**src/rtl/jpeg_enc_dct_sched.sv**
```systemverilog
// jpeg_enc_dct_sched
// Schedules the shared 2-D DCT engine and the quantizer over a ping-pong
// pair of 8x8 DU input banks. One DCT is started per filled bank; the
// quantizer then drains dctdu_ram, and the next DCT waits for it. Also
// counts DUs per frame, pulses frame_done and keeps sticky error flags.
module jpeg_enc_dct_sched #(
  parameter int unsigned TIMEOUT = 1023,
  parameter int unsigned CNT_W   = 16
) (
  input  logic             clk,
  input  logic             reset_n,
  input  logic             in_valid,
  input  logic [1:0]       in_comp,
  input  logic             in_last,
  output logic             in_bank,
  output logic             in_full,
  output logic             dct_bank,
  output logic             dct_s_conv,
  input  logic             dct_e_conv,
  output logic             q_start,
  output logic [1:0]       q_comp,
  input  logic             q_done,
  output logic             frame_done,
  output logic [CNT_W-1:0] du_count,
  output logic             ovf_err,
  output logic             tmo_err,
  input  logic             clr_err
);

  // Timer value on which the wait cycle is the last one allowed; the
  // timeout then lands exactly TIMEOUT cycles after entering the wait.
  localparam logic [15:0] TMO_LAST = 16'(TIMEOUT - 1);

  typedef enum logic [2:0] {
    IDLE,
    START_DCT,
    WAIT_DCT,
    START_Q,
    WAIT_Q,
    FRAME_END
  } state_t;

  state_t      state;
  logic [1:0]  pending;
  logic [1:0]  pending_next;
  logic        rd_bank;
  logic [1:0]  side_comp [2];
  logic        side_last [2];
  logic [1:0]  cur_comp;
  logic        cur_last;
  logic [15:0] timer;
  logic        accept;
  logic        overflow;
  logic        timer_hit;
  logic        release_bank;

  // Bank bookkeeping: accept/overflow qualification and next pending count.
  always_comb begin
    accept       = in_valid & ~in_full;
    overflow     = in_valid & in_full;
    timer_hit    = (timer == TMO_LAST);
    // A bank is freed on DCT completion or when the DCT wait times out.
    release_bank = (state == WAIT_DCT) & (dct_e_conv | timer_hit);
    pending_next = pending + {1'b0, accept} - {1'b0, release_bank};
  end

  assign dct_bank = rd_bank;

  // Ping-pong bank state, per-bank sideband and the overflow flag.
  always_ff @(posedge clk or negedge reset_n) begin
    if (!reset_n) begin
      pending      <= '0;
      in_full      <= 1'b0;
      in_bank      <= 1'b0;
      rd_bank      <= 1'b0;
      ovf_err      <= 1'b0;
      side_comp[0] <= '0;
      side_comp[1] <= '0;
      side_last[0] <= 1'b0;
      side_last[1] <= 1'b0;
    end else begin
      pending <= pending_next;
      in_full <= (pending_next == 2'd2);
      if (accept) begin
        side_comp[in_bank] <= in_comp;
        side_last[in_bank] <= in_last;
        in_bank            <= ~in_bank;
      end
      if (release_bank) begin
        rd_bank <= ~rd_bank;
      end
      if (overflow) begin
        ovf_err <= 1'b1;
      end else if (clr_err) begin
        ovf_err <= 1'b0;
      end
    end
  end

  // Sequencer: DCT start, quantizer start, frame end, timeouts, DU count.
  always_ff @(posedge clk or negedge reset_n) begin
    if (!reset_n) begin
      state      <= IDLE;
      dct_s_conv <= 1'b0;
      q_start    <= 1'b0;
      q_comp     <= '0;
      frame_done <= 1'b0;
      du_count   <= '0;
      tmo_err    <= 1'b0;
      timer      <= '0;
      cur_comp   <= '0;
      cur_last   <= 1'b0;
    end else begin
      dct_s_conv <= 1'b0;
      q_start    <= 1'b0;
      frame_done <= 1'b0;
      // A timeout below in the same cycle overrides this clear.
      if (clr_err) begin
        tmo_err <= 1'b0;
      end
      case (state)
        IDLE: begin
          if (pending_next != 2'd0) begin
            state <= START_DCT;
          end
        end
        START_DCT: begin
          dct_s_conv <= 1'b1;
          cur_comp   <= side_comp[rd_bank];
          cur_last   <= side_last[rd_bank];
          timer      <= '0;
          state      <= WAIT_DCT;
        end
        WAIT_DCT: begin
          if (dct_e_conv) begin
            state <= START_Q;
          end else if (timer_hit) begin
            tmo_err <= 1'b1;
            state   <= IDLE;
          end else begin
            timer <= timer + 16'd1;
          end
        end
        START_Q: begin
          q_start <= 1'b1;
          q_comp  <= cur_comp;
          timer   <= '0;
          state   <= WAIT_Q;
        end
        WAIT_Q: begin
          if (q_done) begin
            du_count <= du_count + CNT_W'(1);
            if (cur_last) begin
              frame_done <= 1'b1;
              state      <= FRAME_END;
            end else begin
              state <= IDLE;
            end
          end else if (timer_hit) begin
            tmo_err <= 1'b1;
            state   <= IDLE;
          end else begin
            timer <= timer + 16'd1;
          end
        end
        FRAME_END: begin
          du_count <= '0;
          state    <= IDLE;
        end
        default: begin
          state <= IDLE;
        end
      endcase
    end
  end

endmodule
```
**config.mk**
```make
export PLATFORM = sky130hd
export DESIGN_NAME = jpeg_enc_dct_sched
export DESIGN_NICKNAME = d
export VERILOG_FILES = /design/src/rtl/jpeg_enc_dct_sched.sv
export SDC_FILE = /design/constraint.sdc
export NUM_CORES = 1
export LEC_CHECK = 0
export CAP_MARGIN = 20
export CORE_UTILIZATION = 40
export CTS_CLUSTER_SIZE = 10
export DETAILED_ROUTE_END_ITERATION = 6
export RECOVER_POWER = 50
export SLEW_MARGIN = 20
export SYNTH_ARGS = -nofsm -noshare
export SYNTH_HDL_FRONTEND = slang
export SYNTH_SLANG_ARGS = --single-unit
```
**constraint.sdc**
```tcl
create_clock -name clk -period 6.7 [get_ports clk]
set_clock_uncertainty 0.2 [all_clocks]
set_input_delay 1.34 -clock clk [delete_from_list [all_inputs] [get_ports clk]]
set_output_delay 1.34 -clock clk [all_outputs]
set_load 0.005 [all_outputs]
```
==> flow_metrics.tcl <==
set metrics [dict create \
    min_path_type "reg -> reg" \
    cts_resized 0 \
    ys.flop_type "dfrtp_1" \
    cp_data_required_time_ns 6.29 \
    netlist_area_mm2 0.00276 \
    first_global_vias 1906 \
    drc_errors 0 \
    drt_iter0_markers 113 \
    cellPowerDensity_mw_per_mm2 332 \
    p_int_uw 679 \
    syn_inst 266 \
    hold_viol 0 \
    synth_seq_area_share_pct 50.8 \
    diodes 0 \
    max_freq_mhz 253 \
    gr-total-overflow 0 \
    grt_usage_pct 15.7 \
    clock_latency_ns 0.31 \
    period_share_pct 58.9 \
    synth_nets 280 \
    cp.buffers_inverters 2 \
    dieArea_mm2 0.00724 \
    synth.top_cell.area_share_pct 50.8 \
    ant_nets 0 \
    leakage_uw 0.00135 \
    worst-setup-path-type "in -> async" \
    io_buffers 34 \
    netSwitchingPower_uw 390 \
    drv_slew 57 \
    io_pins 35 \
    dr_total_vias 2013 \
    share_comb_of_total_power_pct 34.7 \
    seqCellArea_mm2 0.00140 \
    status "finished, violations left" \
    synth-edff-count 0 \
    swShare_pct 36.5 \
    nNetsFinal 314 \
    synth_area_per_cell_um2 10.4 \
    area_delta_synth_final_pct 16.8 \
    slew_headroom_pct -96.9 \
    path_cells "buf_2 > clkbuf_1" \
    critPathSlowestCell "clkbuf_1" \
    h-tree-depth 2 \
    cts_setup_buffers 0 \
    final_util_pct 49.6 \
    core_area_mm2 0.00649 \
    clock_path_buffers 2 \
    numCtsBuffers 5 \
    cp_top_family "buffers and inverters" \
    start_util_pct 42.5 \
    nFillCells 600 \
    fin_area_mm2 0.00322 \
    drt_pass1_iterations 4 \
    die_w_um 85.1 \
    clock_power_share_pct 17.1 \
    ys_ff_latch 56 \
    worstPathMaxFanout 56 \
    antenna_found_initial 0 \
    grt_max_degree 57 \
    cts_tree "built" \
    wl_per_cell_um 13.6 \
    fin_setup_tns_ns 0 \
    start_kind "input port" \
    worst_path_largest_cell_delay_ns 2.06 \
    die_y_um 85.1 \
    ys_top_cells_by_area "dfrtp_1, nor2_1, mux2_2, xnor2_1, xor2_1" \
    setup_viol_count_final 0 \
    clock-sinks 56 \
    wl_um 5130 \
    postPlaceCellArea_mm2 0.00316 \
    maxCapViolations 1 \
    hpwl_um 3610 \
    crit_arrival_ns 3.53 \
    min_period_ns 3.95 \
    async_flop_share_pct 100 \
    pwr-share-seq_pct 48.2 \
    cts.clk_slew.worst_paths_ns 0.09 \
    rsz0062_at_grt "no" \
    yosys.area.top_type "dfrtp_1" \
    worst_pin_slew_ns 2.95 \
    yosysUniqueCellTypes 47 \
    worstSetupEndpointType "asynchronous set/reset pin" \
    viasPerCell 5.33 \
    ir_worst_vdd_uv 193 \
    synth.most_common_cell "dfrtp_1" \
    cts_root_buf "clkbuf_8" \
    gp_congestion 0.765 \
    grt_pass1_wl_um 9010 \
    multi_input_area_mm2 0.00125 \
    drive_gt1_share_pct 8.31 \
    row_count 29 \
    violations "capacitance limit, slew limit" \
    hold_buffers 0 \
    ys_warn_count 0 \
    synthTopCellsByCount "dfrtp_1, nor2_1, nand2_1, o21ai_0, a21oi_1" \
]
-- power groups by stage --
stage          registers (uW)  logic [uW]  clock network (uW)
3_3_place_gp              525         376                   0
6_report                  515         371                 183
2_1_floorplan             485         293                   0
4_1_cts                   521         384                 194
5_1_grt                   532         417                 203
3_5_place_dp              526         384                   0
-- cell usage in the layout, fill, tap and decap left out, types with 4 or more instances in the layout --
cell	netlist	final
nand4_1	8	8
mux2i_1	4	4
clkbuf_8	0	5
dfrtp_1	56	56
xnor2_1	10	10
mux2_2	8	8
nor3_1	6	6
or3_1	8	8
o21ai_0	16	16
xor2_1	10	10
nand2_1	19	19
nand2b_1	4	4
nand3_1	10	10
ha_1	5	5
clkdlybuf4s50_1	0	31
nor2_1	28	29
inv_1	13	13
a21oi_1	15	15
-- final cells by class --
cell class / instances / share of cell area [%]
clock buffer: 6 / 2.25
clock inverter: 2 / 0.505
inverter: 13 / 1.51
multi-input combinational: 189 / 38.7
sequential: 56 / 43.5
tap: 77 / 2.99
timing repair buffer: 35 / 10.5
-- sequential cells by signal, indices dropped and copies added (netlist names), 2 cells and up --
signal	flops
cur_comp	2
du_count	16
pending	2
q_comp	2
side_comp	4
side_last	2
state	3
timer	16
-- per-layer routing --
| layer | part of all wire, % | global-route usage (%) | up-vias |
|---|---|---|---|
| li1 | - | - | 1005 |
| met1 | 50 | 21.4 | 961 |
| met2 | 46 | 24.7 | 40 |
| met3 | 3.4 | 3.31 | 7 |
| met4 | 1.5 | 5.55 | 0 |
| met5 | 0 | 0 | - |
-- stage by stage --
stage	worst slack [ns]	std cells	total power (uW)	hold slack, ns
global placement	3.23	370	900	0.288
floorplan	3.86	266	779	0.279
finish	2.75	378	1070	0.312
CTS	3.50	378	1100	0.319
detailed placement	3.16	370	910	0.295
global route	1.95	378	1150	0.333
-- cells by family (layout without fill, tap and decap cells) --
logic type,count (synthesis),in the layout,share of synthesized area (%)
buf+inv,21,56,3.35
fa+ha+maj,5,5,2.27
mux,12,12,4.71
compound gates,44,44,10.4
flops,56,56,50.8
xor+xnor,20,20,6.35
simple gates,108,108,22.2
-- final timing paths --
| check | startpoint | endpoint | slack (ns) | cells after the start |
|---|---|---|---|---|
| worst max-delay path | reset_n | timer[15]$_DFFE_PN0P_ | 2.75 | 2 |
| worst min-delay path | side_last[0]$_DFFE_PN0P_ | side_last[0]$_DFFE_PN0P_ | 0.31 | 1 |
| worst max register to register | timer[0]$_DFFE_PN0P_ | state[0]$_DFFE_PN0P_ | 3.53 | 12 |
| worst min register to register | side_last[0]$_DFFE_PN0P_ | side_last[0]$_DFFE_PN0P_ | 0.31 | 1 |
| max in group clk | dct_e_conv | state[0]$_DFFE_PN0P_ | 3.24 | 9 |
| min in group asynchronous | reset_n | timer[6]$_DFFE_PN0P_ | 1.87 | 2 |
No activity file was read; power rests on OpenSTA's default activity.
